File: src/rtl/hilo_muldiv_ctrl.sv
// HI/LO multiply-divide unit: sequential 32-cycle shift-add multiplier and
// restoring divider with sign fix-up, MTHI/MTLO writes and pipeline stall request.
module hilo_muldiv_ctrl (
    input  logic        clk,
    input  logic        rst,
    input  logic        cancel,
    input  logic        start,
    input  logic [2:0]  op,
    input  logic [31:0] src1,
    input  logic [31:0] src2,
    output logic        stallreq,
    output logic        busy,
    output logic        done,
    output logic [31:0] hi,
    output logic [31:0] lo
);

    localparam logic [2:0] OpMult  = 3'b001;
    localparam logic [2:0] OpMultu = 3'b010;
    localparam logic [2:0] OpDiv   = 3'b011;
    localparam logic [2:0] OpDivu  = 3'b100;
    localparam logic [2:0] OpMthi  = 3'b101;
    localparam logic [2:0] OpMtlo  = 3'b110;

    typedef enum logic [2:0] {StIdle, StMul, StDiv, StFix, StDone} state_e;

    state_e      state_q, state_d;
    logic [5:0]  cnt_q;
    logic [63:0] prod_q;      // product accumulator
    logic [63:0] mcand_q;     // multiplicand, shifted left each step
    logic [31:0] mplier_q;    // multiplier, shifted right each step
    logic [31:0] rem_q;       // partial remainder (always < divisor)
    logic [31:0] quo_q;       // dividend bits shift out, quotient bits shift in
    logic [31:0] divisor_q;
    logic        neg_q_q;     // negate product / quotient
    logic        neg_r_q;     // negate remainder
    logic        is_div_q;
    logic        div_zero_q;
    logic [31:0] hi_q, lo_q;

    logic        is_mul_op, is_div_op, is_signed_op, accept, last_step;
    logic [31:0] a_abs, b_abs;
    logic [32:0] div_shift;
    logic [31:0] div_diff;
    logic        div_ge;

    assign is_mul_op    = (op == OpMult) || (op == OpMultu);
    assign is_div_op    = (op == OpDiv) || (op == OpDivu);
    assign is_signed_op = (op == OpMult) || (op == OpDiv);
    assign accept       = (state_q == StIdle) && start && (is_mul_op || is_div_op) && !cancel;
    assign last_step    = (cnt_q == 6'd31);

    assign a_abs = (is_signed_op && src1[31]) ? -src1 : src1;
    assign b_abs = (is_signed_op && src2[31]) ? -src2 : src2;

    // Restoring step: the 33-bit shifted remainder is compared against the divisor.
    assign div_shift = {rem_q, quo_q[31]};
    assign div_diff  = div_shift[31:0] - divisor_q;
    assign div_ge    = div_shift >= {1'b0, divisor_q};

    assign hi = hi_q;
    assign lo = lo_q;

    // State register.
    always_ff @(posedge clk) begin
        if (rst) begin
            state_q <= StIdle;
        end else begin
            state_q <= state_d;
        end
    end

    // Next-state and status outputs; cancel overrides everything.
    always_comb begin
        state_d  = state_q;
        stallreq = 1'b0;
        busy     = (state_q != StIdle);
        done     = (state_q == StDone);
        unique case (state_q)
            StIdle: begin
                stallreq = accept;
                if (accept) begin
                    state_d = is_mul_op ? StMul : StDiv;
                end
            end
            StMul: begin
                stallreq = 1'b1;
                if (last_step) state_d = StFix;
            end
            StDiv: begin
                stallreq = 1'b1;
                if (last_step) state_d = StFix;
            end
            StFix: begin
                stallreq = 1'b1;
                state_d  = StDone;
            end
            StDone: begin
                state_d = StIdle;
            end
            default: begin
                state_d = StIdle;
            end
        endcase
        if (cancel) begin
            state_d  = StIdle;
            stallreq = 1'b0;
        end
    end

    // Datapath: operand latch, iteration steps, sign fix-up and HI/LO writeback.
    always_ff @(posedge clk) begin
        if (rst) begin
            cnt_q      <= 6'd0;
            prod_q     <= 64'd0;
            mcand_q    <= 64'd0;
            mplier_q   <= 32'd0;
            rem_q      <= 32'd0;
            quo_q      <= 32'd0;
            divisor_q  <= 32'd0;
            neg_q_q    <= 1'b0;
            neg_r_q    <= 1'b0;
            is_div_q   <= 1'b0;
            div_zero_q <= 1'b0;
            hi_q       <= 32'd0;
            lo_q       <= 32'd0;
        end else if (!cancel) begin
            unique case (state_q)
                StIdle: begin
                    if (start) begin
                        if (is_mul_op || is_div_op) begin
                            cnt_q      <= 6'd0;
                            prod_q     <= 64'd0;
                            mcand_q    <= {32'd0, a_abs};
                            mplier_q   <= b_abs;
                            rem_q      <= 32'd0;
                            quo_q      <= a_abs;
                            divisor_q  <= b_abs;
                            neg_q_q    <= is_signed_op && (src1[31] ^ src2[31]);
                            neg_r_q    <= is_signed_op && src1[31];
                            is_div_q   <= is_div_op;
                            div_zero_q <= (src2 == 32'd0);
                        end else if (op == OpMthi) begin
                            hi_q <= src1;
                        end else if (op == OpMtlo) begin
                            lo_q <= src1;
                        end
                    end
                end
                StMul: begin
                    if (mplier_q[0]) prod_q <= prod_q + mcand_q;
                    mcand_q  <= {mcand_q[62:0], 1'b0};
                    mplier_q <= {1'b0, mplier_q[31:1]};
                    cnt_q    <= cnt_q + 6'd1;
                end
                StDiv: begin
                    rem_q <= div_ge ? div_diff : div_shift[31:0];
                    quo_q <= {quo_q[30:0], div_ge};
                    cnt_q <= cnt_q + 6'd1;
                end
                StFix: begin
                    if (is_div_q) begin
                        // Divide by zero keeps the all-ones quotient regardless of sign.
                        if (neg_q_q && !div_zero_q) quo_q <= -quo_q;
                        if (neg_r_q) rem_q <= -rem_q;
                    end else if (neg_q_q) begin
                        prod_q <= -prod_q;
                    end
                end
                StDone: begin
                    hi_q <= is_div_q ? rem_q : prod_q[63:32];
                    lo_q <= is_div_q ? quo_q : prod_q[31:0];
                end
                default: begin
                end
            endcase
        end
    end

endmodule

File: config.mk
export PLATFORM = sky130hd
export DESIGN_NAME = hilo_muldiv_ctrl
export DESIGN_NICKNAME = d
export VERILOG_FILES = /design/src/rtl/hilo_muldiv_ctrl.sv
export SDC_FILE = /design/constraint.sdc
export NUM_CORES = 1
export LEC_CHECK = 0
export CORE_MARGIN = 5
export CORE_UTILIZATION = 41
export DETAILED_ROUTE_END_ITERATION = 16
export SLEW_MARGIN = 20
export SYNTH_ARGS = -nofsm -noshare
export SYNTH_HDL_FRONTEND = slang
export SYNTH_SLANG_ARGS = --single-unit
File: constraint.sdc
create_clock -name clk -period 5.72 [get_ports clk]
set_clock_uncertainty 0.05 [all_clocks]
set_input_delay 0.572 -clock clk [delete_from_list [all_inputs] [get_ports clk]]
set_output_delay 0.572 -clock clk [all_outputs]
set_load 0.05 [all_outputs]
Word-level counts from Yosys, hierarchy flattened
Cells that the tools add are included.

storage, ports and cells
  register bits = 333
  bits in latches = 0
  RAM bits = 0
  bits in read-only memories = 0
  word-level logic and storage cells = 128
  memories kept = 0

cells by class
  add/sub/neg operators = 8
  $mul = 0
  div/mod/pow operators = 0
  magnitude comparators = 1
  eq/ne operators = 25
  shifts and indexed selects = 0
  multiplexer cells = 45
  bitwise operators = 2
  reductions and logical operators = 33

operator list
  operator                                               count
  2-to-1 mux 32 bit                                      22
  2-to-1 mux 64 bit                                      7
  case mux 32 bit (2 select lines)                       3
  case mux 32 bit (3 select lines)                       2
  case mux 64 bit (3 select lines)                       1
  negation 32 bit                                        4
  case mux 64 bit (2 select lines)                       1
  adder 64 bit                                           1
  negation 64 bit                                        1
  greater-or-equal comparator 33 x 32 -> 1 bit           1
  logical NOT 32 bit                                     1
  subtractor 32 bit                                      1
  inequality test 2 bit, second input constant           10
  AND reduction 6 bit                                    3
  equality test 3 x 2 -> 1 bit, second input constant    4
  equality test 3 bit, second input constant             4
  2-to-1 mux 6 bit                                       2
  case mux 6 bit (2 select lines)                        1
  AND reduction 4 bit                                    3
  case mux 3 bit (3 select lines)                        1
  nonzero test 3 bit                                     3
  inequality test 2 x 1 -> 1 bit, second input constant  4
  logical AND 1 bit                                      7
  AND reduction 7 bit                                    1
  17 further kinds                                       26

Logic depth before layout (Yosys ltp)
Gate-level depths: netlist of the first run.

  depth in word-level cells = 7
  mapped depth = 16

Worst setup path before layout of the first run
No wires, ideal clock.

  path kind = register to register
  start point = register prod_q[0]
  end point = register prod_q[58]
  library setup time = 0.130 ns
  arrival = 3.325 ns
  path slack = 2.214 ns
  cell stages (with the launch flop) = 15
  path buffers = 0
  clock period less this slack = 3.506 ns
  cells stage by stage = dfxtp_1 ha_1 fa_1 a21o_1 a21oi_1 o211ai_1 a21boi_0 o21ai_0 a311oi_1 o211ai_1 a21oi_1 o21ai_0 a31oi_1 xor2_1 o22ai_1

on the way
  word-level cells in the longest chain between the ends = 4

RTL lines
  item                                  RTL line  source
  start, declared                       29        logic [63:0] prod_q;
  start signal, assigned                151       if (mplier_q[0]) prod_q <= prod_q + mcand_q;
  start signal, assigned                167       prod_q <= -prod_q;
  negation 64 bit                       167
  2-to-1 mux 64 bit                     166       end else if (neg_q_q) begin
  2-to-1 mux 64 bit                     162       if (is_div_q) begin
  case mux 64 bit (3 select lines) (*)  128       unique case (state_q)

Every way passes the cells marked *; elsewhere a longest branch is shown, timed or not. The select of a mux whose other input is x is not followed.
A chain may end at the register's enable or synchronous reset.

Worst setup path after layout of the first run
  start point = register rem_q[0]
  end point = register rem_q[29]

on the way
  word-level cells in the longest chain between the ends = 4

RTL lines
  item                                  RTL line  source
  start, declared                       32        logic [31:0] rem_q;
  start signal, assigned                157       rem_q <= div_ge ? div_diff : div_shift[31:0];
  start signal, assigned                165       if (neg_r_q) rem_q <= -rem_q;
  negation 32 bit                       165
  2-to-1 mux 32 bit                     165
  2-to-1 mux 32 bit                     162
  case mux 32 bit (3 select lines) (*)  128

Marks and branches as above.

==> metrics.md, run 1 <==
| Metric | Value |
|---|---|
| DR vias/cell | 6.16 |
| Post-synth EDFFs | 0 |
| Global-route wire length before repair | 135000 µm |
| H-tree depth | 2 |
| DRC | 0 |
| Area share of the leading cell type in the synthesized netlist | 28.8% |
| Synth Net Count | 3326 |
| Post-CTS Setup Bufs | 0 |
| Final WL | 88100 µm |
| Synth Register Bits | 333 |
| Endpoints failing setup | 0 |
| Util after Layout | 47.1% |
| Root Driver | clkbuf_16 |
| Post-DRT Antenna Nets | 0 |
| Crit Path Max Fanout | 23 |
| Power Dens Cells | 237 mW/mm² |
| P_leak | 9.97 nW |
| Origin of the critical flop-to-flop path | rem_q[0] |
| Total GRT Usage | 27.6% |
| Crit path to | rem_q[29] |
| CTS Buf Count | 42 |
| YS warnings | 0 |
| Top-level I/O count | 138 |
| Die height | 248 µm |
| Core area | 0.0562 mm² |
| Peak supply drop | 0.000221 V |
| Arrival @ worst endpoint | 5.11 ns |
| Most area-consuming cells after synthesis | dfxtp_1, a21oi_1, nor2_1 |
| Power, Total | 6.27 mW |
| Die Footprint | 0.0613 mm² |
| CP Launch Type | register |
| GPL Wtd Cong | 0.945 |
| Synthesized area per cell | 7.34 µm² |
| Post-synth ARST share | 0% |
| Hold path cells | 2 |
| Status | completed |
| RSZ-0062 raised after global routing | no |
| Net count, final | 3338 |
| Clock Sinks | 333 |
| Worst-Skew Late Latency | 0.59 ns |
| CP cell instances | ha_1 -> nor2b_1 -> o21ai_0 -> a21boi_0 -> o32ai_1 -> o21ai_0 -> a2111oi_0 -> o21ai_0 -> nand2_2 -> buf_4 -> mux2i_1 -> nor2_1 -> a221oi_1 -> nor2_1 |
| # resized after CTS | 0 |
| Final-report max-slew violation count | 0 |
| Post-synth top area cell | dfxtp_1 |
| Die Wd | 248 µm |
| Reg2Reg Depth | 14 |
| Min-delay worst type | input port to register |
| CTS max path bufs | 3 |
| Netlist cell types | 77 |
| Largest net degree at the start of global routing | 181 |
| Antenna violations before repair | 2 |
| Row Count | 87 |
| Hold buffer count at CTS | 0 |
| Most used cell along the critical path | o21ai_0 |
| Area Growth Syn to Fin | 14.2% |
| FF-to-FF End | rem_q[29] |
| Routed wire per std cell | 22.3 µm |
| Share of layout cells above drive strength 1 | 4.73% |
| R2R setup slack | 1.01 ns |
| Sequential area share after synthesis | 28.8% |
| TNS Setup | 0 ns |
| Critical path capture point type | register |
| Critical path class | register to register |
| Top-count cell post-synth | nor2_1 |
| Final worst path period need | 4.71 ns |
| CTS tree | built |
| Port-buffer cells | 137 |
| Initial Util | 41.2% |
| Primary FF master, synth | dfxtp_1 |
| Syn Std Cell Area | 0.0231 mm² |
| Worst rel slew slack | 24.5% |
| Synth cell count leaders | nor2_1, a21oi_1, dfxtp_1 |
| Maxcap violations | 0 |
| Fmax | 212 MHz |
| Slowest-stage cell, CP | a2111oi_0 |
| Worst setup startpoint | rem_q[0] |
| Via count | 24300 |
| Worst-margin pin slew | 1.13 ns |
| Number of global-route vias before repair | 22600 |
| CP peak stage delay | 0.70 ns |
| Hold Fails Final Rpt | 0 |
| Post-DP HPWL | 63500 µm |
| CTS clock-pin slew for the worst setup and hold paths | 0.06 ns |
| GR Overflow Total | 0 |
| WP data required | 6.12 ns |
| Instance count of the mapped netlist | 3152 |
| Tcrit/Tclk final | 82.4% |
| Drt initial violations | 2629 |
| Detailed Routing Iterations Pass 1 | 6 |
## through the flow
step	instance area (µm²)	cells	hold slack (ns)	setup WS, ns
finish	26400	3947	0.390	1.01
global route	26400	3946	0.391	0.556
CTS	26400	3946	0.364	1.06
detailed placement	25100	3876	0.395	1.10
global placement	25100	3876	0.390	1.25
floorplan	23100	3152	0.377	2.21
## area by class of cell
type	count	area (µm²)
Antenna cell	1	2.50
Clock buffer	58	1210
Clock inverter	12	135
Fill cell	5639	29700
Inverter	96	360
Multi-Input combinational cell	2511	15400
Sequential cell	333	6670
Tap cell	756	946
Timing Repair Buffer	180	1720
## where the power goes
group          internal, mW  total, mW  switching, mW
sequential             2.39       2.46         0.0746
clock                  1.57       2.67           1.10
combinational         0.422       1.14          0.722
total                  4.38       6.27           1.90
## routing by layer
layer	up-vias	track usage, %	share of wire [%]	routed length [µm]
met5	-	0	0.015	13
met4	2	9.64	3.6	3180
met3	158	4.78	9.2	8120
met2	1110	41.8	42	37300
met1	11500	39.7	45	39500
li1	11500	-	-	-
## cell usage in the layout, fill, tap and decap left out, types with 9 or more instances in the layout
master / instances
a211oi_1: 122
a21o_1: 71
a21oi_1: 385
a221oi_1: 30
a22oi_1: 31
a31oi_1: 21
and3_1: 14
buf_4: 41
clkbuf_16: 43
clkdlybuf4s50_1: 136
dfxtp_1: 331
ha_1: 101
inv_1: 96
mux2i_1: 78
nand2_1: 271
nand2b_1: 22
nand3_1: 66
nand3b_1: 9
nand4_1: 22
nor2_1: 428
nor2b_1: 14
nor3_1: 99
nor3b_1: 23
nor4_1: 27
o211ai_1: 35
o21ai_0: 185
o21bai_1: 12
o221ai_1: 23
o22ai_1: 38
o31ai_1: 21
or3_1: 32
or4_1: 20
xnor2_1: 95
xor2_1: 83
## registers in the layout, summed over array words and instances, names as in the netlist
| register | count |
|---|---|
| mcand_q | 64 |
| prod_q | 64 |
| divisor_q | 32 |
| hi | 32 |
| lo | 32 |
| mplier_q | 32 |
| quo_q | 32 |
| rem_q | 32 |
| cnt_q | 6 |
| state_q | 3 |
| div_zero_q | 1 |
| is_div_q | 1 |
| neg_q_q | 1 |
| neg_r_q | 1 |
## worst min-delay path by stage
stage                 startpoint      endpoint  slack [ns]
floorplan             div_zero_q    div_zero_q        0.38
global placement    mplier_q[15]  mplier_q[15]        0.39
detailed placement  mplier_q[30]  mplier_q[30]        0.39
CTS                          rst     prod_q[3]        0.36
global route                 rst      cnt_q[3]        0.39
finish                       rst      cnt_q[3]        0.39
## worst max-delay path, delay by kind of cell, from the launching register on
kind	cells	cell delay, ns
compound gates	7	2.49
fa+ha+maj	1	0.30
buf+inv	1	0.36
simple gates	4	0.68
flops	1	0.47
mux	1	0.25
## cells by family after synthesis
logic type      after synthesis  share of synthesized area, %
xor+xnor                    178                          6.74
compound gates             1056                          28.5
fa+ha+maj                   103                          5.63
mux                          80                          3.47
buf+inv                     308                          5.10
simple gates               1094                          21.7
flops                       333                          28.8
Power figures use the tool's default switching activity.
==> run 2, diff against run 1 <==
Clock period 5.72 ns to 4.8 ns, I/O delays scaled along.
==> run 2 against run 1 <==
Sequential share of layout area is 0.23 points lower; cell count up 0.71%; final area increased by 0.91%; via count increased by 1.6%; largest power group unchanged.
==> metrics.md, run 2 (synthesis results as in run 1) <==
| Metric | Value |
|---|---|
| Status | completed |
| Worst rel slew slack | 22.4% |
| Origin of the critical flop-to-flop path | rem_q[0] |
| Die height | 248 µm |
| Critical path class | register to register |
| Tcrit/Tclk final | 89.2% |
| Largest net degree at the start of global routing | 104 |
| Register area | 0.00667 mm² |
| Switching pwr | 2.32 mW |
| CTS clock-pin slew for the worst setup and hold paths | 0.06 ns |
| Hold buffer count at CTS | 0 |
| Hold path cells | 2 |
| Share of layout cells above drive strength 1 | 5.47% |
| Number of global-route vias before repair | 22600 |
| Most common cell after layout, fill and taps aside | nor2_1 |
| Initial Util | 41.2% |
| Clock share of power | 43.4% |
| Worst setup startpoint | rem_q[0] |
| Largest delay share family, worst path | compound AO/OA/AOI/OAI gates |
| Internal | 5.31 mW |
| CTS tree | built |
| FF-to-FF End | rem_q[29] |
| Root Driver | clkbuf_16 |
| P_leak | 10.1 nW |
| Fmax | 234 MHz |
| CP Launch Type | register |
| Power, Total | 7.63 mW |
| Die Footprint | 0.0613 mm² |
| Crit Path Max Fanout | 13 |
| RSZ-0062 raised after global routing | no |
| CP Buf/Inv Count | 1 |
| H-tree depth | 2 |
| Slowest-stage cell, CP | o32ai_1 |
| Hold Fails Final Rpt | 0 |
| CTS Buf Count | 43 |
| Worst setup margin | 0.517 ns |
| Min-delay src | rst |
| Fillers | 5616 |
| Detailed Routing Iterations Pass 1 | 8 |
| Reg2Reg Depth | 14 |
| Top Registers | mcand_q: 64 flops, prod_q: 64 flops |
| Top-level I/O count | 138 |
| WP data required | 5.19 ns |
| Arrival @ worst endpoint | 4.67 ns |
| # diodes | 0 |
| Clock Sinks | 333 |
| Final-report max-slew violation count | 0 |
| GR Overflow Total | 0 |
| Hold endpoint | hi[30] |
| Most frequent cells in the layout | nor2_1, a21oi_1, dfxtp_1, nand2_1, o21ai_0 |
| Worst-Skew Late Latency | 0.59 ns |
| Global-route wire length before repair | 137000 µm |
| Port-buffer cells | 137 |
| Pre-CTS setup slack | 0.524 ns |
| TNS Setup | 0 ns |
| Sw Share | 30.4% |
| Peak supply drop | 0.000239 V |
| Worst-margin pin slew | 1.15 ns |
| DRC | 0 |
| Row Count | 87 |
| DR vias/cell | 6.21 |
| Post-DRT Antenna Nets | 0 |
| GPL Wtd Cong | 0.960 |
| Area Growth Syn to Fin | 15.2% |
| CTS max path bufs | 3 |
| Multi-input logic area | 0.0154 mm² |
| Die Wd | 248 µm |
| Critical path capture point type | register |
| Antenna violations before repair | 0 |
| Logic pwr share | 18.1% |
| Drt initial violations | 2759 |
| R2R setup slack | 0.52 ns |
| Tightest hold margin | 0.283 ns |
| Core area | 0.0562 mm² |
| Via count | 24700 |
| Seq pwr share | 38.5% |
| Routed wire per std cell | 22.8 µm |
| CP peak stage delay | 0.57 ns |
| Min-delay worst type | input port to register |
| Total GRT Usage | 28.2% |
| Final worst path period need | 4.28 ns |
| Final WL | 90800 µm |
| Power Dens Cells | 286 mW/mm² |
| Endpoints failing setup | 0 |
| CP cell instances | ha_1 -> nor2b_1 -> o21ai_0 -> a21boi_0 -> o32ai_1 -> o21ai_0 -> a2111oi_1 -> o21ai_0 -> nand2_2 -> buf_4 -> mux2i_1 -> nor2_1 -> a221oi_1 -> nor2_1 |
| Post-DP HPWL | 66200 µm |
| Net count, final | 3358 |
| Maxcap violations | 0 |
| Most used cell along the critical path | o21ai_0 |
## run 2: timing repair
action | 4_1_cts | 5_1_grt
gates resized for setup | 0 | 1
endpoints found under the setup margin | 0 | 1
buffers inserted | 0 | 0
## run 2: power groups by stage
stage	clock network (mW)	registers [mW]	logic, mW
5_1_grt	3.48	2.94	1.50
3_3_place_gp	0	2.99	1.33
3_5_place_dp	0	2.99	1.35
4_1_cts	3.37	2.93	1.36
2_1_floorplan	0	2.97	0.913
6_report	3.31	2.93	1.38
## run 2: final cells by class
cell class / count / area share, %
Multi-Input combinational cell: 2511 / 57.6
Clock inverter: 15 / 0.586
Inverter: 96 / 1.35
Tap cell: 756 / 3.55
Sequential cell: 333 / 25.0
Clock buffer: 65 / 4.80
Timing Repair Buffer: 199 / 7.06
## run 2: routing by layer
layer | GRT usage (%) | wire length (µm)
met2 | 41.9 | 38600
met3 | 5.77 | 8420
met1 | 40.2 | 40300
met5 | 0 | 0
met4 | 10.8 | 3500
## run 2: worst max-delay path by stage
stage          depth (start not counted)  slack [ns]          to
3_5_place_dp                          14        0.52   rem_q[29]
4_1_cts                               14        0.46   rem_q[29]
3_3_place_gp                          12        0.54   quo_q[31]
5_1_grt                               14        0.09   rem_q[29]
6_report                              14        0.52   rem_q[29]
2_1_floorplan                         14        1.29  prod_q[58]
## run 2: through the flow
step,cells,utilization (%),area (µm²)
after detailed placement,3895,44.9,25200
after global routing,3975,47.5,26700
after global placement,3895,44.9,25200
after CTS,3975,47.5,26700
after floorplan,3152,-,23100
final,3975,47.5,26700
## run 2: worst register-to-register path, stage by stage (launching register included)
cell and delay, ns:
dfxtp_1 0.46, ha_1 0.29, nor2b_1 0.13, o21ai_0 0.22, a21boi_0 0.18, o32ai_1 0.57, o21ai_0 0.42, a2111oi_1 0.55
o21ai_0 0.19, nand2_2 0.24, buf_4 0.28, mux2i_1 0.22, nor2_1 0.06, a221oi_1 0.21, nor2_1 0.06
